## src/rtl/axi_wr_burst_arbiter.sv

```systemverilog
// Write-path arbiter for a three-master crossbar slave port: round-robin AW grant,
// held through the address handshake and the whole W burst so W beats never interleave.
module axi_wr_burst_arbiter #(
    parameter int LEN_W = 8
) (
    input  logic               clk,
    input  logic               rst,
    input  logic [2:0]         m_awvalid,
    input  logic [3*LEN_W-1:0] m_awlen,
    output logic [2:0]         m_awready,
    input  logic [2:0]         m_wvalid,
    input  logic [2:0]         m_wlast,
    output logic [2:0]         m_wready,
    output logic               s_awvalid,
    input  logic               s_awready,
    output logic               s_wvalid,
    output logic               s_wlast,
    input  logic               s_wready,
    output logic [2:0]         grant,
    output logic               busy,
    output logic               len_err
);

    // state | meaning
    // IDLE  | no grant; pick a round-robin winner when any master requests
    // ADDR  | grant held; AW handshake passed through for the granted master
    // DATA  | grant held; W beats counted until beat_cnt == len_q
    typedef enum logic [1:0] {IDLE, ADDR, DATA} state_t;

    state_t            state, state_nx;
    logic [2:0]        grant_nx, last_winner, last_winner_nx, winner;
    logic [LEN_W-1:0]  len_q, len_nx, beat_cnt, beat_nx, sel_len;
    logic              len_err_nx;
    logic              g_awvalid, g_wvalid, g_wlast, at_last, w_hs;

    assign g_awvalid = |(m_awvalid & grant);
    assign g_wvalid  = |(m_wvalid & grant);
    assign g_wlast   = |(m_wlast & grant);
    assign at_last   = (beat_cnt == len_q);
    assign w_hs      = g_wvalid & s_wready;
    assign busy      = (state != IDLE);

    // Search starts one past the previous winner; an empty last_winner behaves like master 2.
    always_comb begin
        winner = 3'b000;
        case (last_winner)
            3'b001: begin
                if (m_awvalid[1])      winner = 3'b010;
                else if (m_awvalid[2]) winner = 3'b100;
                else if (m_awvalid[0]) winner = 3'b001;
            end
            3'b010: begin
                if (m_awvalid[2])      winner = 3'b100;
                else if (m_awvalid[0]) winner = 3'b001;
                else if (m_awvalid[1]) winner = 3'b010;
            end
            default: begin
                if (m_awvalid[0])      winner = 3'b001;
                else if (m_awvalid[1]) winner = 3'b010;
                else if (m_awvalid[2]) winner = 3'b100;
            end
        endcase
    end

    always_comb begin
        sel_len = '0;
        for (int i = 0; i < 3; i++) begin
            if (winner[i]) sel_len = m_awlen[i*LEN_W +: LEN_W];
        end
    end

    always_comb begin
        state_nx       = state;
        grant_nx       = grant;
        last_winner_nx = last_winner;
        len_nx         = len_q;
        beat_nx        = beat_cnt;
        len_err_nx     = 1'b0;
        s_awvalid      = 1'b0;
        s_wvalid       = 1'b0;
        s_wlast        = 1'b0;
        m_awready      = 3'b000;
        m_wready       = 3'b000;
        case (state)
            IDLE: begin
                if (|m_awvalid) begin
                    grant_nx = winner;
                    len_nx   = sel_len;
                    state_nx = ADDR;
                end
            end
            ADDR: begin
                s_awvalid = g_awvalid;
                m_awready = grant & {3{s_awready}};
                if (g_awvalid && s_awready) begin
                    beat_nx  = '0;
                    state_nx = DATA;
                end
            end
            DATA: begin
                s_wvalid = g_wvalid;
                s_wlast  = at_last & g_wvalid;
                m_wready = grant & {3{s_wready}};
                if (w_hs) begin
                    beat_nx    = beat_cnt + 1'b1;
                    len_err_nx = (g_wlast != at_last);
                    // Terminate on the compare, before the counter could wrap.
                    if (at_last) begin
                        last_winner_nx = grant;
                        grant_nx       = 3'b000;
                        state_nx       = IDLE;
                    end
                end
            end
            default: begin
                grant_nx = 3'b000;
                state_nx = IDLE;
            end
        endcase
    end

    always_ff @(posedge clk) begin
        if (rst) begin
            state       <= IDLE;
            grant       <= 3'b000;
            last_winner <= 3'b000;
            len_q       <= '0;
            beat_cnt    <= '0;
            len_err     <= 1'b0;
        end else begin
            state       <= state_nx;
            grant       <= grant_nx;
            last_winner <= last_winner_nx;
            len_q       <= len_nx;
            beat_cnt    <= beat_nx;
            len_err     <= len_err_nx;
        end
    end

endmodule
```

## config.mk

```make
export PLATFORM = sky130hd
export DESIGN_NAME = axi_wr_burst_arbiter
export DESIGN_NICKNAME = d
export VERILOG_FILES = /design/src/rtl/axi_wr_burst_arbiter.sv
export SDC_FILE = /design/constraint.sdc
export NUM_CORES = 1
export LEC_CHECK = 0
export ABC_CLOCK_PERIOD_IN_PS = 2550
export CAP_MARGIN = 25
export CORE_MARGIN = 10
export CORE_UTILIZATION = 48
export CTS_BUF_LIST = sky130_fd_sc_hd__clkbuf_16
export DETAILED_ROUTE_END_ITERATION = 8
export PLACE_DENSITY = 0.84
export SYNTH_ARGS = -nofsm -noshare
export SYNTH_HDL_FRONTEND = slang
export SYNTH_SLANG_ARGS = --single-unit
```

## constraint.sdc

```tcl
create_clock -name clk -period 2.55 [get_ports clk]
set_input_delay 0.51 -clock clk [delete_from_list [all_inputs] [get_ports clk]]
set_output_delay 0.51 -clock clk [all_outputs]
set_load 0.01 [all_outputs]
```

After elaboration in Yosys (flattened, before gate mapping)
Index checks and enable logic that the tools add are counted.
{"block": "totals", "reg_bits": 25, "inputBits": 37, "out_inout_bits": 14, "elab_cells": 71}
{"block": "op_classes", "n_addsub": 1, "eq_ne": 10, "muxes": 30, "bitwise_logic": 10, "reduce_logical": 14}
{"operator": "8-bit two-way mux", "n": 5}
{"operator": "3-bit two-way mux", "n": 11}
{"operator": "8-bit case mux with 2 select lines", "n": 1}
{"operator": "3-bit bitwise AND", "n": 5}
{"operator": "3-bit OR reduction", "n": 5}
{"operator": "2-bit two-way mux", "n": 6}
{"operator": "3-bit case mux with 3 select lines", "n": 1}
{"operator": "8-bit by 1-bit adder with 8-bit output, second input constant", "n": 1}
{"operator": "8-bit equality test", "n": 1}
{"operator": "2-bit inequality test, second input constant", "n": 4}
{"operator": "4-bit AND reduction", "n": 2}
{"operator": "2-bit case mux with 3 select lines", "n": 1}
{"operator": "3-bit case mux with 2 select lines", "n": 1}
{"operator": "3-bit AND reduction", "n": 2}
{"operator": "1-bit two-way mux", "n": 4}
{"operator": "2-bit nonzero test", "n": 2}
{"operator": "3-bit by 1-bit equality test with 1-bit output, second input constant", "n": 1}
{"operator": "3-bit by 2-bit equality test with 1-bit output, second input constant", "n": 1}
{"operator": "1-bit inverter", "n": 3}
{"operator": "1-bit bitwise AND", "n": 2}
{"operator": "2-bit by 1-bit equality test with 1-bit output, second input constant", "n": 1}
{"operator": "2-bit equality test, second input constant", "n": 1}
{"operator": "2-bit zero test", "n": 1}
{"operator": "2-bit AND reduction", "n": 1}
{"operator": "2 further kinds", "n": 2}

Depth between registers and ports, before layout
{"block": "logic_depth", "depth_word": 7, "ltp_mapped": 5, "ltp_nobuf": 5}

Least setup slack after synthesis
Ideal clock, no wire load.
{"block": "synth_path", "path_kind": "input -> output", "start": "in m_wvalid[0]", "end": "out s_wlast", "t_arrival_ps": 1314, "required_time_ps": 2040, "path_slack_ps": 726, "path_stages": 4, "n_path_buf": 1, "path_cell_list": "a222oi_1 -> buf_6 -> nor2_1 -> and3_1"}
{"block": "synth_between", "elab_chain_cells": 4}
{"element": "start, declared", "line": "11", "source": "input logic [2:0] m_wvalid,"}
{"element": "3-bit bitwise AND", "line": "37", "source": "assign g_wvalid = |(m_wvalid & grant);"}
{"element": "3-bit OR reduction", "line": "37"}
{"element": "1-bit bitwise AND", "line": "102", "source": "s_wlast = at_last & g_wvalid;"}
{"element": "1-bit two-way mux", "line": "84", "source": "case (state)"}
{"element": "end, declared", "line": "17", "source": "output logic s_wlast,"}
No other way between the ends.

Final worst setup path
Same ends and word-level chain as after synthesis.

==> results.md <==
| Parameter | Value |
| --- | --- |
| List of cells traversed by the critical path | clkdlybuf4s50_1, a222oi_1, nor2_1, and3_1, dlygate4sd2_1 |
| Site row count | 20 |
| Combinational power share | 21.6% |
| Cell Count, Final, Fillers Out | 269 |
| Netlist cell types | 46 |
| Gate count after technology mapping | 178 |
| Area share of the largest cell type after synthesis | 33.6% |
| Remaining number of nets flagged by the antenna check after routing | 0 |
| Wirelength per Cell | 17.4 um |
| Worst setup path category | in2out |
| Global-route wire length before repair | 7.49 mm |
| Die span in x | 75.7 um |
| Number of antenna violations at the first check in global routing | 0 |
| Port Buf Inserts | 50 |
| Power density cells | 455 nW/um2 |
| Buffers from clock root to sink, at most | 2 |
| Peak fanout along the critical path | 2 |
| Worst IR Drop VDD | 221 uV |
| Class of the most critical hold timing path | reg2reg |
| Cell at the slowest stage of the critical path | a222oi_1 |
| Logic depth of the worst register-to-register path | 5 |
| Flops & latches, synth | 25 |
| Vias post-DR | 1658 |
| Worst path required time | 2.04 ns |
| Die height | 75.7 um |
| Layout area overhead | 44.6% |
| Maximum number of pins on one net before global-route repair | 15 |
| Launching point of the worst reg2reg path | grant[2] |
| Top area cells in the synthesized netlist | dfxtp_1, o21ai_0, xnor2_1 |
| NumNets Final | 275 |
| Starting density of the core | 49.5% |
| Antenna diode instance count | 0 |
| Critical path's top delay family | buffers and inverters |
| Sw Share | 25.2% |
| Met1 usage | 17.0% |
| H-tree lvl count | 1 |
| Global router's overall resource usage | 16.5% |
| Number of design rule violations left after detail routing | 0 |
| Post-CTS clock slew at the launch and capture registers of the worst setup and hold paths | 0.06 ns |
| Final critical path time including I/O delays and setup | 2.47 ns |
| Top FF cell, synth | dfxtp_1 |
| Worst slew margin | 50.3% |
| Global Route met3 Usage | 6.77% |
| FMAX | 405 MHz |
| Min-Delay Path Depth | 2 |
| Net switching power | 0.247 mW |
| WP buf/inv | 2 |
| Sinks on the clock net | 25 |
| Unrepaired setup endpoints after global routing | no |
| Vias in the first global route | 1671 |
| Setup fix buffers added after clock tree synthesis | 0 |
| Max Slew Vio Count | 0 |
| Transition time at the pin with the least slew margin | 0.734 ns |
| Final worst hold slack | 0.485 ns |
| Max Clock Skew | 0.00431 ns |
| Clock Latency Late Sink | 0.26 ns |
| Crit path launch type | input pin |
| Root cell of the clock tree | clkbuf_16 |
| Portion of the post-synthesis area used by sequential elements | 33.6% |
| Startpoint of the tightest hold check path | len_q[4] |
| Final wirelength | 4.68 mm |
| Synthesized netlist net count | 216 |
| Weighted congestion reported at the end of routability-driven placement | 0.935 |
| Synthesized area | 1490 um2 |
| Run status | complete, no violations |
| Kind of end point of the critical path | primary output |
| Synthesis Warnings | 0 |
| Number of flops mapped to enable cells by yosys | 0 |
| Number of setup violations in the final report | 0 |
| Ratio of cells with drive above 1 in the final layout | 8.90% |
| Die outline area | 5730 um2 |
| Leakage power total | 0.780 nW |
| Post-Synthesis Mean Instance Area | 8.36 um2 |
| Quantity of hold-fixing buffers added after cts | 0 |
| Drt first-iter violations | 139 |
| Worst endpoint data arrival time | 1.96 ns |
| Internal power summed over all cells | 0.733 mW |
| Number of max-cap violations | 0 |
| Most used routing layer | met2 |
| Largest stage delay on the critical path | 0.46 ns |
| End of the worst hold path | len_q[4] |
| Clock tree from TritonCTS | built |
| Number of buffers created by CTS | 3 |
| Std-Cell Core Area | 3000 um2 |
| Final clock period utilization by the worst path | 96.8% |
| Estimated wirelength of the detail-placed design | 3.70 mm |
| Final count of hold timing violations | 0 |
| Number of iterations in the first detailed-routing pass | 4 |
| Fraction of registers with async set/reset | 0% |
| Cell type contributing the most total cell area after synthesis | dfxtp_1 |
| Endpoint of the most critical register-to-register path | beat_cnt[7] |
| Proportion of power drawn by the clock network | 35.4% |
| DP Cell Count | 265 |
| GRT met2 Usage | 29.6% |
| Overflow left after global routing | 0 |
| FF-to-FF setup slack | 0.65 ns |
| Vias per std cell | 6.16 |
| Sequential share of power | 43.0% |
| Ports | 51 |
cells by family (layout without fill, tap and decap cells):
logic type | Yosys count | count (layout) | share of synthesized area (%)
AOI/OAI and AO/OA | 57 | 57 | 26.3
xor gates and xnor gates | 13 | 13 | 7.65
adders and majority gates | 1 | 1 | 0.841
buffers and inverters | 10 | 68 | 3.95
DFF | 25 | 25 | 33.6
and+or+nand+nor | 72 | 72 | 27.6
Yosys cell counts, types with 2 or more instances:
cell type  count
nand2b_1       2
or4_1          3
nand3_1        3
nor3_1         5
a222oi_1       3
and4_1         2
a221oi_1       8
a21oi_1        7
nor2b_1        2
o311a_1        2
nand3b_1       6
a22oi_1        2
clkbuf_1       3
or3_1          2
xnor2_1        9
o31ai_1        6
nand2_1       13
and2_1         2
xor2_1         4
nor3b_1        3
and3_1         3
buf_6          2
nand4_1        5
nor2_1        12
dfxtp_1       25
nor4_1         3
inv_1          2
o21ai_0       21
timing repair:
action	CTS	global route
setup endpoints to repair	2	2
pin swaps	1	1
hold endpoints to repair	0	0
gates resized for setup	2	2
per-stage QoR:
step	TNS (ns)	power [mW]	setup slack [ns]	util [%]	instance area, um2
after global routing	0	1.02	0.0170	71.6	2150
after global placement	-0.110	0.629	-0.0815	68.9	2070
after floorplan	0	0.524	0.726	-	1490
after detailed placement	-0.185	0.638	-0.121	68.9	2070
after CTS	0	0.975	0.0533	71.5	2150
final	0	0.979	0.0825	71.6	2150
layout make-up:
class | count | area, um2
tap | 33 | 41.3
timing repair buffer | 62 | 591
clock buffer | 3 | 75.1
sequential | 25 | 500
inverter | 2 | 7.51
multi-input combinational | 143 | 931
fill | 246 | 852
clock inverter | 1 | 5.00
layer usage:
| layer | part of all wire [%] | routed length (um) |
|---|---|---|
| met1 | 41 | 1920 |
| met2 | 48 | 2240 |
| met3 | 9.2 | 430 |
| met4 | 1.9 | 88 |
| met5 | 0 | 0 |
flip-flops by register name, indices dropped and copies added, names as in the netlist:
signal and cells:
last_winner 3, state 2, grant 3, len_q 8, beat_cnt 8, len_err 1
tightest hold or removal path, stage by stage, from the launching register on:
cell	delay (ns)
dfxtp_1	0.32
nand2_1	0.06
o21ai_0	0.06
power by group through the flow:
| stage | clock network (mW) | registers [mW] | logic, mW |
|---|---|---|---|
| floorplan | 0 | 0.426 | 0.0981 |
| global placement | 0 | 0.428 | 0.201 |
| detailed placement | 0 | 0.429 | 0.208 |
| CTS | 0.344 | 0.421 | 0.210 |
| global route | 0.365 | 0.423 | 0.228 |
| finish | 0.346 | 0.421 | 0.212 |
placed cells by master, fill, tap and decap left out, types with 6 or more instances in the layout:
cell,netlist,final
a21oi_1,7,7
a221oi_1,8,8
buf_4,0,12
clkdlybuf4s50_1,0,47
dfxtp_1,25,25
nand2_1,13,13
nand3b_1,6,6
nor2_1,12,12
o21ai_0,21,21
o31ai_1,6,6
xnor2_1,9,9
worst max path at each step:
stage / startpoint / to / slack [ns] / depth (start not counted)
5_1_grt: m_wvalid[0] / s_wlast / 0.02 / 5
3_5_place_dp: m_wvalid[0] / s_wlast / -0.12 / 5
2_1_floorplan: m_wvalid[0] / s_wlast / 0.73 / 4
6_report: m_wvalid[0] / s_wlast / 0.08 / 5
4_1_cts: m_awvalid[2] / s_awvalid / 0.05 / 4
3_3_place_gp: m_wvalid[0] / s_wlast / -0.08 / 5
Power figures use the tool's default switching activity.
